### src/rtl/alu_pkg.sv
// Shared ALU definitions: op encodings and the flags register layout.
package alu_pkg;

  typedef enum logic [3:0] {
    ALU_ADD  = 4'd0,
    ALU_SUB  = 4'd1,
    ALU_MUL  = 4'd2,
    ALU_DIV  = 4'd3,
    ALU_MOD  = 4'd4,
    ALU_CMP  = 4'd5,
    ALU_AND  = 4'd6,
    ALU_OR   = 4'd7,
    ALU_NOT  = 4'd8,
    ALU_MOV  = 4'd9,
    ALU_LSL  = 4'd10,
    ALU_LSR  = 4'd11,
    ALU_ASR  = 4'd12,
    ALU_XOR  = 4'd13,
    ALU_NOR  = 4'd14,
    ALU_RSVD = 4'd15
  } alu_op_e;

  typedef struct packed {
    logic eq;
    logic gt;
  } alu_flags_t;

  localparam logic [31:0] INT_MIN = 32'h8000_0000;

endpackage

### src/rtl/alu_if.sv
// Operand/result bundle between the execute-stage control and the ALU.
interface alu_if;
  import alu_pkg::*;

  logic [31:0] a;
  logic [31:0] b;
  alu_op_e     op;
  logic        flag_we;
  logic [31:0] y;
  logic        zero;
  logic        flag_eq;
  logic        flag_gt;

  modport master (output a, b, op, flag_we, input y, zero, flag_eq, flag_gt);
  modport slave  (input a, b, op, flag_we, output y, zero, flag_eq, flag_gt);
endinterface

### src/rtl/alu_muldiv.sv
// Combinational MUL/DIV/MOD, signed truncating division with defined corner cases.
module alu_muldiv
  import alu_pkg::*;
(
  input  logic [31:0] a_i,
  input  logic [31:0] b_i,
  input  alu_op_e     op_i,
  output logic [31:0] y_o
);

  logic div0, ovf;

  assign div0 = (b_i == 32'h0);
  // INT_MIN / -1 overflows; pin the result instead of leaving it tool-defined
  assign ovf  = (a_i == INT_MIN) && (b_i == 32'hFFFF_FFFF);

  always_comb begin
    y_o = 32'h0;
    case (op_i)
      ALU_MUL: y_o = a_i * b_i;
      ALU_DIV: begin
        if (div0)     y_o = 32'hFFFF_FFFF;
        else if (ovf) y_o = INT_MIN;
        else          y_o = $signed(a_i) / $signed(b_i);
      end
      ALU_MOD: begin
        if (div0)     y_o = a_i;
        else if (ovf) y_o = 32'h0;
        else          y_o = $signed(a_i) % $signed(b_i);
      end
      default: y_o = 32'h0;
    endcase
  end

endmodule

### src/rtl/alu.sv
// 32-bit execute-stage ALU with a CMP-loaded EQ/GT flags register.
// ALU_MULDIV_EN enables MUL/DIV/MOD; otherwise those codes behave as reserved.
module alu
  import alu_pkg::*;
(
  input  logic  clk,
  input  logic  rst_n,
  alu_if.slave  bus
);

  logic [31:0] y_d;
  logic [31:0] diff;
  logic [31:0] md_y;
  alu_flags_t  flags_q, flags_d;

  assign diff = bus.a - bus.b;

`ifdef ALU_MULDIV_EN
  alu_muldiv u_muldiv (
    .a_i  (bus.a),
    .b_i  (bus.b),
    .op_i (bus.op),
    .y_o  (md_y)
  );
`else
  assign md_y = 32'h0;
`endif

  always_comb begin
    y_d = 32'h0;
    case (bus.op)
      ALU_ADD: y_d = bus.a + bus.b;
      ALU_SUB,
      ALU_CMP: y_d = diff;
      ALU_MUL,
      ALU_DIV,
      ALU_MOD: y_d = md_y;
      ALU_AND: y_d = bus.a & bus.b;
      ALU_OR:  y_d = bus.a | bus.b;
      ALU_NOT: y_d = ~bus.b;
      ALU_MOV: y_d = bus.b;
      ALU_LSL: y_d = bus.a << bus.b[4:0];
      ALU_LSR: y_d = bus.a >> bus.b[4:0];
      ALU_ASR: y_d = $signed(bus.a) >>> bus.b[4:0];
      ALU_XOR: y_d = bus.a ^ bus.b;
      ALU_NOR: y_d = ~(bus.a | bus.b);
      default: y_d = 32'h0;
    endcase
  end

  assign bus.y    = y_d;
  assign bus.zero = (y_d == 32'h0);

  always_comb begin
    flags_d = flags_q;
    if (bus.flag_we && bus.op == ALU_CMP) begin
      flags_d.eq = (bus.a == bus.b);
      flags_d.gt = ($signed(bus.a) > $signed(bus.b));
    end
  end

  always_ff @(posedge clk) begin
    if (!rst_n) flags_q <= '0;
    else        flags_q <= flags_d;
  end

  assign bus.flag_eq = flags_q.eq;
  assign bus.flag_gt = flags_q.gt;

endmodule

### src/flat_wrapper.sv
// flat-port wrapper written by rule: the top's interface ports become plain ports
module alu_flat import alu_pkg::*;
  (clk, rst_n, bus_a, bus_b, bus_op, bus_flag_we, bus_y, bus_zero, bus_flag_eq, bus_flag_gt);
  alu_if bus_i ();
  input  logic clk;
  input  logic rst_n;
  input wire logic [$bits(bus_i.a)-1:0] bus_a;
  input wire logic [$bits(bus_i.b)-1:0] bus_b;
  input wire logic [$bits(bus_i.op)-1:0] bus_op;
  input wire logic [$bits(bus_i.flag_we)-1:0] bus_flag_we;
  output wire logic [$bits(bus_i.y)-1:0] bus_y;
  output wire logic [$bits(bus_i.zero)-1:0] bus_zero;
  output wire logic [$bits(bus_i.flag_eq)-1:0] bus_flag_eq;
  output wire logic [$bits(bus_i.flag_gt)-1:0] bus_flag_gt;
  assign bus_i.a = bus_a;
  assign bus_i.b = bus_b;
  assign bus_i.op = bus_op;
  assign bus_i.flag_we = bus_flag_we;
  assign bus_y = bus_i.y;
  assign bus_zero = bus_i.zero;
  assign bus_flag_eq = bus_i.flag_eq;
  assign bus_flag_gt = bus_i.flag_gt;
  alu u_core (.clk(clk), .rst_n(rst_n), .bus(bus_i));
endmodule
### config.mk
export PLATFORM = sky130hd
export DESIGN_NAME = alu_flat
export DESIGN_NICKNAME = d
export VERILOG_FILES = /design/src/rtl/alu_pkg.sv /design/src/rtl/alu_if.sv /design/src/rtl/alu_muldiv.sv /design/src/rtl/alu.sv /design/src/flat_wrapper.sv
export SDC_FILE = /design/constraint.sdc
export NUM_CORES = 1
export LEC_CHECK = 0
export ABC_AREA = 1
export CAP_MARGIN = 20
export CORE_MARGIN = 3
export CORE_UTILIZATION = 35
export CTS_CLUSTER_DIAMETER = 120
export DETAILED_ROUTE_END_ITERATION = 6
export SETUP_SLACK_MARGIN = 0.5
export SLEW_MARGIN = 20
export SYNTH_ARGS = -nofsm -noshare
export SYNTH_HDL_FRONTEND = slang
export SYNTH_SLANG_ARGS = --single-unit
export TNS_END_PERCENT = 5
### constraint.sdc
create_clock -name clk -period 4.7 [get_ports clk]
set_input_delay 0.47 -clock clk [delete_from_list [all_inputs] [get_ports clk]]
set_output_delay 0.47 -clock clk [all_outputs]
set_load 0.05 [all_outputs]
Yosys cells after proc, flatten, opt, wreduce, memory -nomap -nowiden
Cells that the tools add are included.
W data, S select, Z words.
Word-level totals
  register bits after elaboration: 2
  bits of input ports: 71
  output and inout port bits: 35
  word-level logic and storage cells: 30
Operators by class
  $add $sub $neg: 2
  order comparisons: 1
  equal/unequal tests: 12
  shift-type cells: 3
  muxes and demuxes: 1
  bitwise operators: 5
  reductions and logical operators: 4
Operators with widths (count)
  $pmux W32 S11: 1
  $not A32 Y32: 2
  $add A32 B32 Y32: 1
  $and A32 B32 Y32: 1
  $eq A32 B32 Y1: 1
  $gt A32 B32 Y1: 1
  $logic_not A32 Y1: 1
  $or A32 B32 Y32: 1
  $shl A32 B5 Y32: 1
  $shr A32 B5 Y32: 1
  $sshr A32 B5 Y32: 1
  $sub A32 B32 Y32: 1
  $xor A32 B32 Y32: 1
  $eq A4 B4 Y1 const B: 7
  $eq A4 B3 Y1 const B: 3
  $eq A4 B1 Y1 const B: 1
  $logic_not A4 Y1: 1
  $reduce_or A2 Y1: 1
  $logic_and A1 B1 Y1: 1

Longest topological paths before layout
Gate-level depths: netlist (run 1).
  depth in word-level cells: 4
  depth in mapped cells: 25
  gate-level depth less buffers: 22

Worst setup path before layout (run 1)
OpenSTA, ideal clock, no wires.
  kind: input -> output
  start point: in bus_b[2]
  end point: out bus_zero
  arrival time: 3792 ps
  setup slack: 438 ps
  stages on the path: 21
  buffers on the path: 4
  path through: clkbuf_1 inv_2 buf_2 buf_2 ha_1 buf_2 inv_1 nand2_1 nand2_1 nand3_1 nand2_1 nand2_1 nand3_1 nand2_1 nand3_1 nand4_1 nor2_1 nand2_1 nor2_1 nand3_1 nor2_1
Between the ends
  elaborated cells between the ends (all ways): 12
RTL lines
  from (decl): RTL line flat_wrapper.sv:8  | input wire logic [$bits(bus_i.b)-1:0] bus_b;
  $sub A32 B32 Y32, or another cell as far along: RTL line alu.sv:16  | assign diff = bus.a - bus.b;
  $pmux W32 S11 *: RTL line alu.sv:31  | case (bus.op)
  via bus_y[14]: RTL line flat_wrapper.sv:11  | output wire logic [$bits(bus_i.y)-1:0] bus_y;
  $logic_not A32 Y1 *: RTL line alu.sv:52  | assign bus.zero = (y_d == 32'h0);
  to (decl): RTL line flat_wrapper.sv:12  | output wire logic [$bits(bus_i.zero)-1:0] bus_zero;
Mark *: on every way through the listed nets, which the timed path passes. The rest lies on a longest branch.

Worst setup path in the final report (run 1)
  start point: in bus_op[3]
  end point: out bus_zero
Between the ends
  cells in the longest elaborated chain, start to end: 4
  elaborated cells between the ends (all ways): 15
RTL lines
  from (decl): RTL line flat_wrapper.sv:9  | input wire logic [$bits(bus_i.op)-1:0] bus_op;
  $eq A4 B1 Y1 or $eq A4 B3 Y1 (tied branches): RTL line alu.sv:31
  $reduce_or A2 Y1: RTL line alu.sv:31
  $pmux W32 S11 *: RTL line alu.sv:31
  $logic_not A32 Y1 *: RTL line alu.sv:52
Mark *: on every way between the ends. The rest lies on a longest branch, timed or not.

==> impl_metrics.json, run 1 <==
{
  "drt_drc_violations_left": 5,
  "area_delta_synth_final_pct": 20.3,
  "synth_area_sq_um": 11200,
  "violations": "design-rule violations",
  "finalHoldViolations": 0,
  "worstSetupPathType": "in -> out",
  "numCtsBuffers": 3,
  "drv_cap": 0,
  "antenna_left": 0,
  "io_pins": 106,
  "row_count": 64,
  "rsz0062_at_grt": "no",
  "synthDistinctLibCells": 41,
  "die-height_microns": 185,
  "hold_path_class": "reg -> reg",
  "outcome": "finished with violations",
  "comb_power_share_pct": 92.6,
  "clock-sinks": 2,
  "peakVddDrop_mv": 0.149,
  "grt_max_degree": 68,
  "powerDensity_nw_per_um2": 146,
  "worstPathBufferInverterCount": 5,
  "wl_microns": 62400,
  "syn_inst": 2389,
  "seq_area_frac_synth_pct": 0.357,
  "die_w_microns": 185,
  "viasPerCell": 5.70,
  "grt-ovfl-total": 0,
  "numPortBuffers": 105,
  "max_slew_margin_pct": 27.3,
  "fin_nets": 2659,
  "clockBufferDepth": 2,
  "power_frac_seq_pct": 0.9,
  "wl_per_cell_microns": 21.7,
  "maxSlewViolCount": 0,
  "antennaDiodeCount": 0,
  "worst_setup_path_end_kind": "output port",
  "skew_ps": 0,
  "yosysWarningCount": 0,
  "setup-violations-final": 0,
  "cp_top_family": "simple AND/OR/NAND/NOR gates",
  "placed_cell_area_sq_um": 12900,
  "crit_arrival_ps": 3630,
  "hold_buffers": 0,
  "worstPathRequired_ps": 4230,
  "layout-drive-gt1-share_pct": 9.40,
  "drtPass1Iterations": 7,
  "crit_slowest_cell": "clkdlybuf4s50_1",
  "critical_path.most_common_cell": "nand2_1",
  "power.internal_w": 0.000702,
  "avgSynthCellArea_sq_um": 4.69,
  "clock_latency_ps": 220,
  "tightest_slew_ps": 1090,
  "finalCritPeriodShare_pct": 87.2,
  "timing.final.ws_setup_ps": 602,
  "antenna_found_initial": 0,
  "htree_levels": 1,
  "hpwl_microns": 51900,
  "leakagePower_nw": 7.46,
  "cp_cell_sequence": "clkdlybuf4s50_1, nand2_1, inv_2, nand2_2, buf_4, inv_1, nand2_1, nand2_1, o21ai_0, nand4_1, nor2_1, nand3_1, nor2_4, buf_12",
  "place.gp.congestion": 1.05,
  "clockPowerShare_pct": 6.5,
  "vias": 16400,
  "cts_tree": "yes",
  "rrSetupSlack_ps": 4080,
  "fin_area_sq_um": 13500,
  "ys_ff_latch": 2,
  "track_usage_pct": 35.2,
  "coreArea_sq_um": 31100,
  "clock.fmax_mhz": 244,
  "grt_pass1_vias": 15000,
  "cpPeakStageDelay_ps": 560,
  "clk_pin_slew_ps": 30,
  "cts-root-buf": "clkbuf_16",
  "setup-tns-final_ps": 0,
  "drtIter0Drc": 2014,
  "p_switching_w": 0.00126,
  "syn_nets": 2568,
  "dieArea_sq_um": 34200,
  "p_sw_share_pct": 64.2,
  "grt_pass1_wl_microns": 91800,
  "initial_core_util_pct": 36.1,
  "crit_path_start_kind": "input port",
  "dpl_worst_slack_ps": 87.7,
  "post-route-min-period_ps": 4100,
  "critPathMaxFanout": 16
}
synth_stat cells (all sizes together):
| library cell | count | area share (%) |
|---|---|---|
| dfxtp | 2 | 0.36 |
| o22ai | 5 | 0.28 |
| nand4 | 32 | 1.8 |
| ha | 106 | 12 |
| and2 | 3 | 0.17 |
| a41oi | 1 | 0.078 |
| clkinv | 3 | 0.10 |
| o21bai | 5 | 0.34 |
| nor2 | 253 | 8.6 |
| a22oi | 1 | 0.067 |
| o221a | 1 | 0.10 |
| nor3 | 21 | 0.98 |
| nand3 | 459 | 21 |
| o221ai | 2 | 0.16 |
| a21oi | 76 | 3.4 |
| clkbuf | 21 | 0.70 |
| o21a | 2 | 0.13 |
| o211ai | 20 | 1.3 |
| a31oi | 2 | 0.11 |
| nand2 | 879 | 30 |
| nor4 | 2 | 0.11 |
| o2111ai | 4 | 0.31 |
| buf | 84 | 3.9 |
| a221oi | 1 | 0.078 |
| inv | 322 | 11 |
| and3 | 1 | 0.056 |
| o21ai | 67 | 3.0 |
| nand3b | 5 | 0.34 |
| fa | 2 | 0.36 |
| or2 | 4 | 0.22 |
| a21o | 3 | 0.20 |
registers in the layout (all words and copies together), names as in the netlist:
signal	count
u_core.bus.flag_eq	1
u_core.bus.flag_gt	1
cells in the final DEF (no fill, tap or decap), types with 4 or more instances in the layout:
cell             Yosys  layout
inv_1              311     309
buf_4                6     104
nand4_1             32      32
ha_4                 0      15
o211ai_1            20      20
a21oi_1             75      75
nor2_2               4      26
dlymetal6s2s_1       0       7
nand2_2              6      16
o2111ai_1            4       4
nand3b_1             5       5
inv_2               10      12
ha_1               106      84
or2_2                4       4
nor3_1              20      18
buf_12               0      13
nand3_2              0       9
o22ai_1              5       5
nand2_1            873     863
o21ai_0             49      46
o21bai_1             5       5
nor2_1             249     215
nand3_1            459     450
nor2_4               0      12
ha_2                 0       7
clkdlybuf4s50_1      0      59
o21ai_1             18      21
cells by family after synthesis:
kind of cell / count (synthesis) / synth area share [%]
DFF: 2 / 0.357
AOI/OAI and AO/OA: 190 / 9.61
buffers and inverters: 430 / 15.5
and+or+nand+nor: 1659 / 62.3
adders and majority gates: 108 / 12.2
layer usage:
metal	vias up	GRT usage, %	wire (microns)
met1	7576	50.8	27700
met3	101	5.32	6080
met2	906	54.4	26600
met5	-	0	0
met4	0	9.21	2020
li1	7799	-	-
final cells by class:
type                       instances  area (sq um)
inverter                         325          1220
fill                            3620         17600
sequential                         2          40.0
multi-input combinational       1957          9860
timing repair buffer             191          1790
clock buffer                       3          75.1
tap                              396           495
final timing paths:
path	to	start	cells past startpoint
setup / recovery	bus_zero	bus_op[3]	14
hold / removal	u_core.bus.flag_gt$_SDFFE_PN0P_	u_core.bus.flag_gt$_SDFFE_PN0P_	2
setup reg to reg	u_core.bus.flag_eq$_SDFFE_PN0P_	u_core.bus.flag_eq$_SDFFE_PN0P_	2
hold reg to reg	u_core.bus.flag_gt$_SDFFE_PN0P_	u_core.bus.flag_gt$_SDFFE_PN0P_	2
per-stage QoR:
stage               cells  total power (W)  utilization [%]  hold slack, ps
CTS                  2871          0.00187             42.3             470
finish               2874          0.00196             43.4             468
detailed placement   2867          0.00171             41.6             466
global placement     2867          0.00171             41.6             451
floorplan            2389          0.00105                -             602
global route         2874          0.00210             43.4             493
worst min-delay path: stages, from the launching register on:
cell and delay [ps]:
dfxtp_1 300, nand2_1 60, a21oi_1 60
power by group through the flow:
stage               clock network (W)  registers, W  logic, W
finish                       0.000127     0.0000176   0.00182
global route                 0.000131     0.0000176   0.00195
CTS                          0.000129     0.0000176   0.00172
detailed placement                  0     0.0000178   0.00169
global placement                    0     0.0000178   0.00169
floorplan                           0     0.0000189   0.00103
what timing repair did:
item / 4_1_cts / 5_1_grt
setup endpoints to repair: 2 / 1
resized for setup: 46 / 70
pin swaps: 4 / 5
buffers inserted: 1 / 3
Note: power is estimated with default switching activity, not from simulation.
==> run 2, diff against run 1 <==
- ABC_CLOCK_PERIOD_IN_PS: default -> 4700
==> results of run 2 <==
Final layout, timing and power as in run 1 (identical DEF).
